**src/rtl/pair_combine_engine.sv**
```systemverilog
// Pair-combining datapath: reads A[2i], A[2i+1] and writes one combined result to B[i] per pair.
// Runs start on a start pulse, end with a one-cycle done pulse, and report a sticky ovf flag.
module pair_combine_engine #(
    parameter int DATA_W  = 8,
    parameter int A_DEPTH = 8,
    parameter int A_AW    = $clog2(A_DEPTH),
    localparam int B_AW   = (A_AW > 1) ? A_AW - 1 : 1
) (
    input  logic              clk,
    input  logic              reset,
    input  logic              start,
    input  logic              mode,
    input  logic              a_we,
    input  logic [A_AW-1:0]   a_addr,
    input  logic [DATA_W-1:0] a_wdata,
    input  logic [B_AW-1:0]   b_raddr,
    output logic [DATA_W-1:0] b_rdata,
    output logic              busy,
    output logic              done,
    output logic              ovf
);

    localparam int B_DEPTH = A_DEPTH / 2;
    localparam logic [B_AW-1:0] LAST_IDX   = B_AW'(B_DEPTH - 1);
    localparam logic [B_AW:0]   B_DEPTH_W  = (B_AW + 1)'(B_DEPTH);

    typedef enum logic [2:0] {
        S_IDLE,
        S_RD0,
        S_RD1,
        S_WR,
        S_DONE
    } state_t;

    state_t            state, state_nx;
    logic [B_AW-1:0]   idx;
    logic [DATA_W-1:0] op_a, op_b;
    logic              mode_r;
    logic              ovf_r;

    logic [DATA_W-1:0] mem_a [A_DEPTH];
    logic [DATA_W-1:0] mem_b [B_DEPTH];

    logic              host_ok;
    logic              start_ok;
    logic [B_AW:0]     rd_pair;
    logic [DATA_W-1:0] a_rd;
    logic [DATA_W:0]   sum;
    logic [DATA_W-1:0] result;
    logic              carry;

    assign host_ok  = (state == S_IDLE) || (state == S_DONE);
    assign start_ok = (state == S_IDLE) && start;

    // RD0 fetches the even word of the pair, RD1 the odd word
    always_comb begin
        rd_pair = {idx, (state == S_RD1)};
        a_rd    = mem_a[rd_pair[A_AW-1:0]];
    end

    always_comb begin
        sum    = {1'b0, op_a} + {1'b0, op_b};
        result = '0;
        carry  = 1'b0;
        if (op_a >= op_b) begin
            result = op_a - op_b;
        end else if (mode_r) begin
            result = op_b - op_a;
        end else begin
            result = sum[DATA_W-1:0];
            carry  = sum[DATA_W];
        end
    end

    always_comb begin
        state_nx = state;
        busy     = 1'b0;
        done     = 1'b0;
        case (state)
            S_IDLE: begin
                if (start) state_nx = S_RD0;
            end
            S_RD0: begin
                busy     = 1'b1;
                state_nx = S_RD1;
            end
            S_RD1: begin
                busy     = 1'b1;
                state_nx = S_WR;
            end
            S_WR: begin
                busy     = 1'b1;
                state_nx = (idx == LAST_IDX) ? S_DONE : S_RD0;
            end
            S_DONE: begin
                done     = 1'b1;
                state_nx = S_IDLE;
            end
            default: state_nx = S_IDLE;
        endcase
    end

    always_ff @(posedge clk or posedge reset) begin
        if (reset) begin
            state  <= S_IDLE;
            idx    <= '0;
            op_a   <= '0;
            op_b   <= '0;
            mode_r <= 1'b0;
            ovf_r  <= 1'b0;
        end else begin
            state <= state_nx;
            if (start_ok) begin
                mode_r <= mode;
                ovf_r  <= 1'b0;
                idx    <= '0;
            end
            if (state == S_RD0) op_a <= a_rd;
            if (state == S_RD1) op_b <= a_rd;
            if (state == S_WR) begin
                if (carry) ovf_r <= 1'b1;
                if (idx != LAST_IDX) idx <= idx + 1'b1;
            end
        end
    end

    // Host writes are locked out for the whole run so the operands stay stable
    always_ff @(posedge clk or posedge reset) begin
        if (reset) begin
            for (int unsigned j = 0; j < A_DEPTH; j++) mem_a[j] <= '0;
            for (int unsigned j = 0; j < B_DEPTH; j++) mem_b[j] <= '0;
        end else begin
            if (a_we && host_ok) mem_a[a_addr] <= a_wdata;
            if (state == S_WR)   mem_b[idx]    <= result;
        end
    end

    assign b_rdata = ({1'b0, b_raddr} < B_DEPTH_W) ? mem_b[b_raddr] : '0;
    assign ovf     = ovf_r;

endmodule

```
**config.mk**
```make
export PLATFORM = sky130hd
export DESIGN_NAME = pair_combine_engine
export DESIGN_NICKNAME = d
export VERILOG_FILES = /design/src/rtl/pair_combine_engine.sv
export SDC_FILE = /design/constraint.sdc
export NUM_CORES = 1
export LEC_CHECK = 0
export BUFFER_PORTS_ARGS = -buffer_cell sky130_fd_sc_hd__clkbuf_2
export CORE_MARGIN = 2
export CORE_UTILIZATION = 27
export DETAILED_ROUTE_END_ITERATION = 8
export GPL_ROUTABILITY_DRIVEN = 0
export HOLD_SLACK_MARGIN = 0.15
export SYNTH_ARGS = -nofsm -noshare
export SYNTH_HDL_FRONTEND = slang
export SYNTH_SLANG_ARGS = --single-unit
```
**constraint.sdc**
```tcl
create_clock -name clk -period 4.9 [get_ports clk]
set_clock_uncertainty 0.15 [all_clocks]
set_input_delay 1.225 -clock clk [delete_from_list [all_inputs] [get_ports clk]]
set_output_delay 1.225 -clock clk [all_outputs]
set_load 0.03 [all_outputs]
```
## Word level (Yosys, flattened, before mapping)

Index checks and enable logic that the tools add are counted.
Widths: inputs -> output; s select.

- Memory bits (writable): 0
- Bits in registers: 119
- Memories: 0
- Output and inout port bits: 11
- Memory bits (read-only): 0
- Bits in latches: 0

- Div/mod/pow operators: 0
- Magnitude comparators: 7
- Add/sub/neg operators: 4
- Bitwise operators: 4
- Reduce and logical (&&, ||, !) cells: 7
- $mul: 0
- Eq/ne operators: 7
- Mux-type cells: 27
- Shift-type cells: 0

Operators by type and width:

| operator | number |
|---|---|
| $bwmux 64 | 1 |
| $mux 8 | 8 |
| $bwmux 32 | 1 |
| $bmux 8 s3 | 1 |
| $demux 8 s3 | 1 |
| $bmux 8 s2 | 1 |
| $demux 8 s2 | 1 |
| $sub 8x8->8 | 2 |
| $pmux 3 s4 | 1 |
| $add 8x8->9 | 1 |
| $ge 4x4->1 const B | 2 |
| $ge 8x8->1 | 1 |
| $not 3->4 | 2 |
| $mux 1 | 7 |
| $eq 3x2->1 const B | 2 |
| $ge 3x3->1 const B | 2 |
| $mux 2 | 3 |
| $mux 3 | 2 |
| $not 2->3 | 2 |
| $logic_and 1x1->1 | 4 |
| $lt 4x1->1 const B | 1 |
| $ne 2x2->1 const B | 2 |
| $eq 3x1->1 const B | 1 |
| $eq 3x3->1 const B | 1 |
| 6 further kinds | 6 |

## Longest topological paths before layout

- Word-level depth: 6
- Mapped depth: 11
- Mapped depth without buffers: 10

## Worst setup path after synthesis

No wires, ideal clock.

- Path kind: input-to-output
- Start: in b_raddr[0]
- End: out b_rdata[0]
- Required time: 3.525 ns
- Path buffers: 1
- Slack: 1.209 ns
- Arrival time: 2.316 ns
- Cell stages on the path: 2
- Cell sequence: clkbuf_1 -> mux4_2

- Cells in the longest elaborated chain, start to end: 4

Ends and longest elaborated chain:

| what | RTL line | source |
|---|---|---|
| start: declaration | 16 | `input logic [B_AW-1:0] b_raddr,` |
| $not 2->3 (implied by the code) | 138 | `assign b_rdata = ({1'b0, b_raddr} < B_DEPTH_W) ? mem_b[b_raddr] : '0;` |
| $bmux 8 s2 | 138 |  |
| $mux 8 (implied by the code) (2 in a row) | 138 |  |
| end: declaration | 17 | `output logic [DATA_W-1:0] b_rdata,` |

No other way between the ends. The select of a mux whose other input is x is not followed.

## Worst setup path in the final report

- Start: in b_raddr[0]
- End: out b_rdata[2]

The elaborated chain is that of the path after synthesis.

==> flow_summary.ini <==
[status]
run_status = completed

[cts]
ctsHoldBuffers = 0
cts_tree = done
root_buffer = clkbuf_16
path_clk_slew_ps = 60
cts_resized = 0
postCtsSetupBuffers = 0
cts_sinks = 119
insertion_delay_ps = 410
cts_buffers = 17
htree_num_levels = 4
ctsLongestPathBuffers = 2

[routing]
postRouteAntennaNets = 0
drt_iter0_markers = 291
vias = 3866
route.detailed.drc = 0
wl_um = 13000
first_pass_iters = 4
wl_per_cell_um = 15.5
avgViaCountPerCell = 4.60

[setup_path]
cp-start-kind = primary input
rrSetupSlack_ps = 2120
arrival_ps = 2220
ff2ff_path_depth = 5
required_ps = 3520
path_buf_inv = 2
rr_startpoint = state[2]
slowest_stage = mux4_2
cp_max_fo = 8
r2r-end = op_a[5]
cpLargestDelayFamily = multiplexers
max_stage_delay_ps = 540
path_cells = clkbuf_2 > mux4_2 > clkbuf_2
crit_type = primary input to primary output
path_common_cell = clkbuf_2
end_kind = primary output

[power_and_ir_drop]
power.internal_mw = 3.40
p_comb_share_pct = 47.0
p_seq_share_pct = 31.6
switching_share_pct = 40.7
clock_power_share_pct = 21.4
power.switching_mw = 2.34
finalPower_mw = 5.74
ir_drop_mv = 0.337
p_leak_nw = 3.30
power_density_nw_per_um2 = 800

[sta]
worst_pin_slew_ps = 910
final-setup-viol-count = 0
rsz0062_at_grt = no
max_clock_freq_mhz = 278
period_share_pct = 73.4
period_needed_ps = 3590
setup_tns_ps = 0
hold_violations = 0
relSlewSlack_pct = 39.1
slew_viol_final = 0

[global_routing]
grt_pass1_vias = 3999
busiest_layer = met2
antenna_found_initial = 0
grtUsageMet1_pct = 15.8
grt.overflow.total = 0
grt_use_met3_pct = 3.00
grt_max_degree = 52
grt_usage_pct = 11.5
met2_usage_pct = 18.0
grt_pass1_wl_um = 21600

[finish]
fin_nets = 592
drive_gt1_share_pct = 30.8
area_delta_synth_final_pct = 15.8
diodes = 0
final_area_um2 = 7180

[worst_hold_path]
holdPathStages = 2
hold_class = flop to flop
hold-path-endpoint = mem_b[6]
min-delay-start = mem_b[6]

[logic_synthesis]
synthDominantCellAreaShare_pct = 48.0
synth_area_um2 = 6200
syn_inst = 515
async_reset_ff_share_pct = 100
synth_fp_nets = 564
yosys_most_used_dff = dfrtp_1
avgSynthCellArea_um2 = 12.0
ys.warnings.count = 0
synth_top_cell_by_area = dfrtp_1
yosysMostFrequentCell = dfrtp_1
ys_seq_area_share_pct = 48.0
synth_edf_count = 0
yosysUniqueCellTypes = 50
synthTopCellsByArea = dfrtp_1 (48%), mux2_2 (12%), mux4_2 (8.7%)
synth_common_cells = dfrtp_1 (119), mux2_2 (65), nand2_1 (54)
ys_ff_latch = 119

[floorplanning]
die_h_um = 156
rows = 55
die_w_um = 156
die_area_um2 = 24200
initial_utilization_pct = 27.5
boundaryPins = 29
fp.coreArea_um2 = 22600

[flow_run]
cap_violations = 0

[place]
postPlaceCellArea_um2 = 6600
io_buffers = 28
dpl.hpwl_um = 9060
## cells in the final DEF (no fill, tap or decap), types with 3 or more instances in the layout
cell type,netlist,routed
clkbuf_2,1,28
inv_6,0,7
ha_1,28,28
buf_4,0,4
nand3_1,3,3
fa_1,3,3
xnor2_2,4,4
mux4_2,24,24
dfrtp_1,119,119
nor2b_1,8,8
mux2i_1,10,10
nor2_1,28,28
inv_8,0,3
o21ai_1,23,23
inv_1,27,26
a21oi_2,4,4
nand2_1,54,54
mux2_2,65,65
nand2b_1,3,3
a21oi_1,29,29
nand3b_1,4,4
o21ai_0,15,15
o31ai_1,6,6
and3_1,4,4
clkbuf_16,0,17
## worst reg2reg max path, stage by stage (launching register included)
cell	delay, ps
dfrtp_1	490
nor3b_4	690
buf_4	360
mux4_2	550
mux2i_1	280
a21oi_1	110
## cell families (layout without fill, tap and decap cells)
group / count (synthesis) / count (layout) / synth area share [%]
DFF: 119 / 119 / 48.0
AOI/OAI and AO/OA: 96 / 96 / 9.73
adders and majority gates: 31 / 31 / 6.62
buffers and inverters: 52 / 93 / 3.87
muxes: 99 / 99 / 22.1
and+or+nand+nor: 113 / 113 / 8.42
xor gates and xnor gates: 5 / 5 / 1.19
## metal layers
| metal | vias up | part of all wire [%] |
|---|---|---|
| li1 | 1893 | - |
| met1 | 1897 | 49 |
| met2 | 67 | 47 |
| met3 | 9 | 3.6 |
| met4 | 0 | 0.92 |
| met5 | - | 0 |
## sequential cells by signal, indices dropped and copies added, names as in the netlist
register	cells
idx	2
mem_a	64
mem_b	32
mode_r	1
op_a	8
op_b	8
ovf	1
state	3
## metrics by stage
stage               setup WS, ps  hold slack, ps  std cells  util (%)
detailed placement          1280             315        809      29.3
CTS                         1270             328        841      31.8
finish                      1310             324        841      31.8
global route                1240             355        841      31.8
global placement            1310             313        809      29.3
floorplan                    368             293        515         -
## layout make-up
type                            count  area [µm²]
Multi-Input combinational cell    344        2990
Clock inverter                     15         154
Sequential cell                   119        2980
Clock buffer                       17         425
Tap cell                          285         357
Fill cell                        2301       15400
Inverter                           29         111
Timing Repair Buffer               32         170
## worst max path at each step
stage	cells past startpoint	startpoint	endpoint	slack, ps
finish	3	b_raddr[0]	b_rdata[2]	1310
global route	3	b_raddr[0]	b_rdata[3]	1240
CTS	3	b_raddr[0]	b_rdata[2]	1270
detailed placement	3	b_raddr[0]	b_rdata[2]	1280
global placement	3	b_raddr[0]	b_rdata[0]	1310
floorplan	1	reset	idx[0]	370
## power groups by stage
stage	clock (mW)	combinational (mW)	sequential (mW)
after floorplan	0	2.27	1.69
after global placement	0	2.67	1.82
after detailed placement	0	2.72	1.83
after CTS	1.26	2.73	1.82
after global routing	1.30	3.02	1.89
final	1.23	2.70	1.82
No activity file was read; power rests on OpenSTA's default activity.
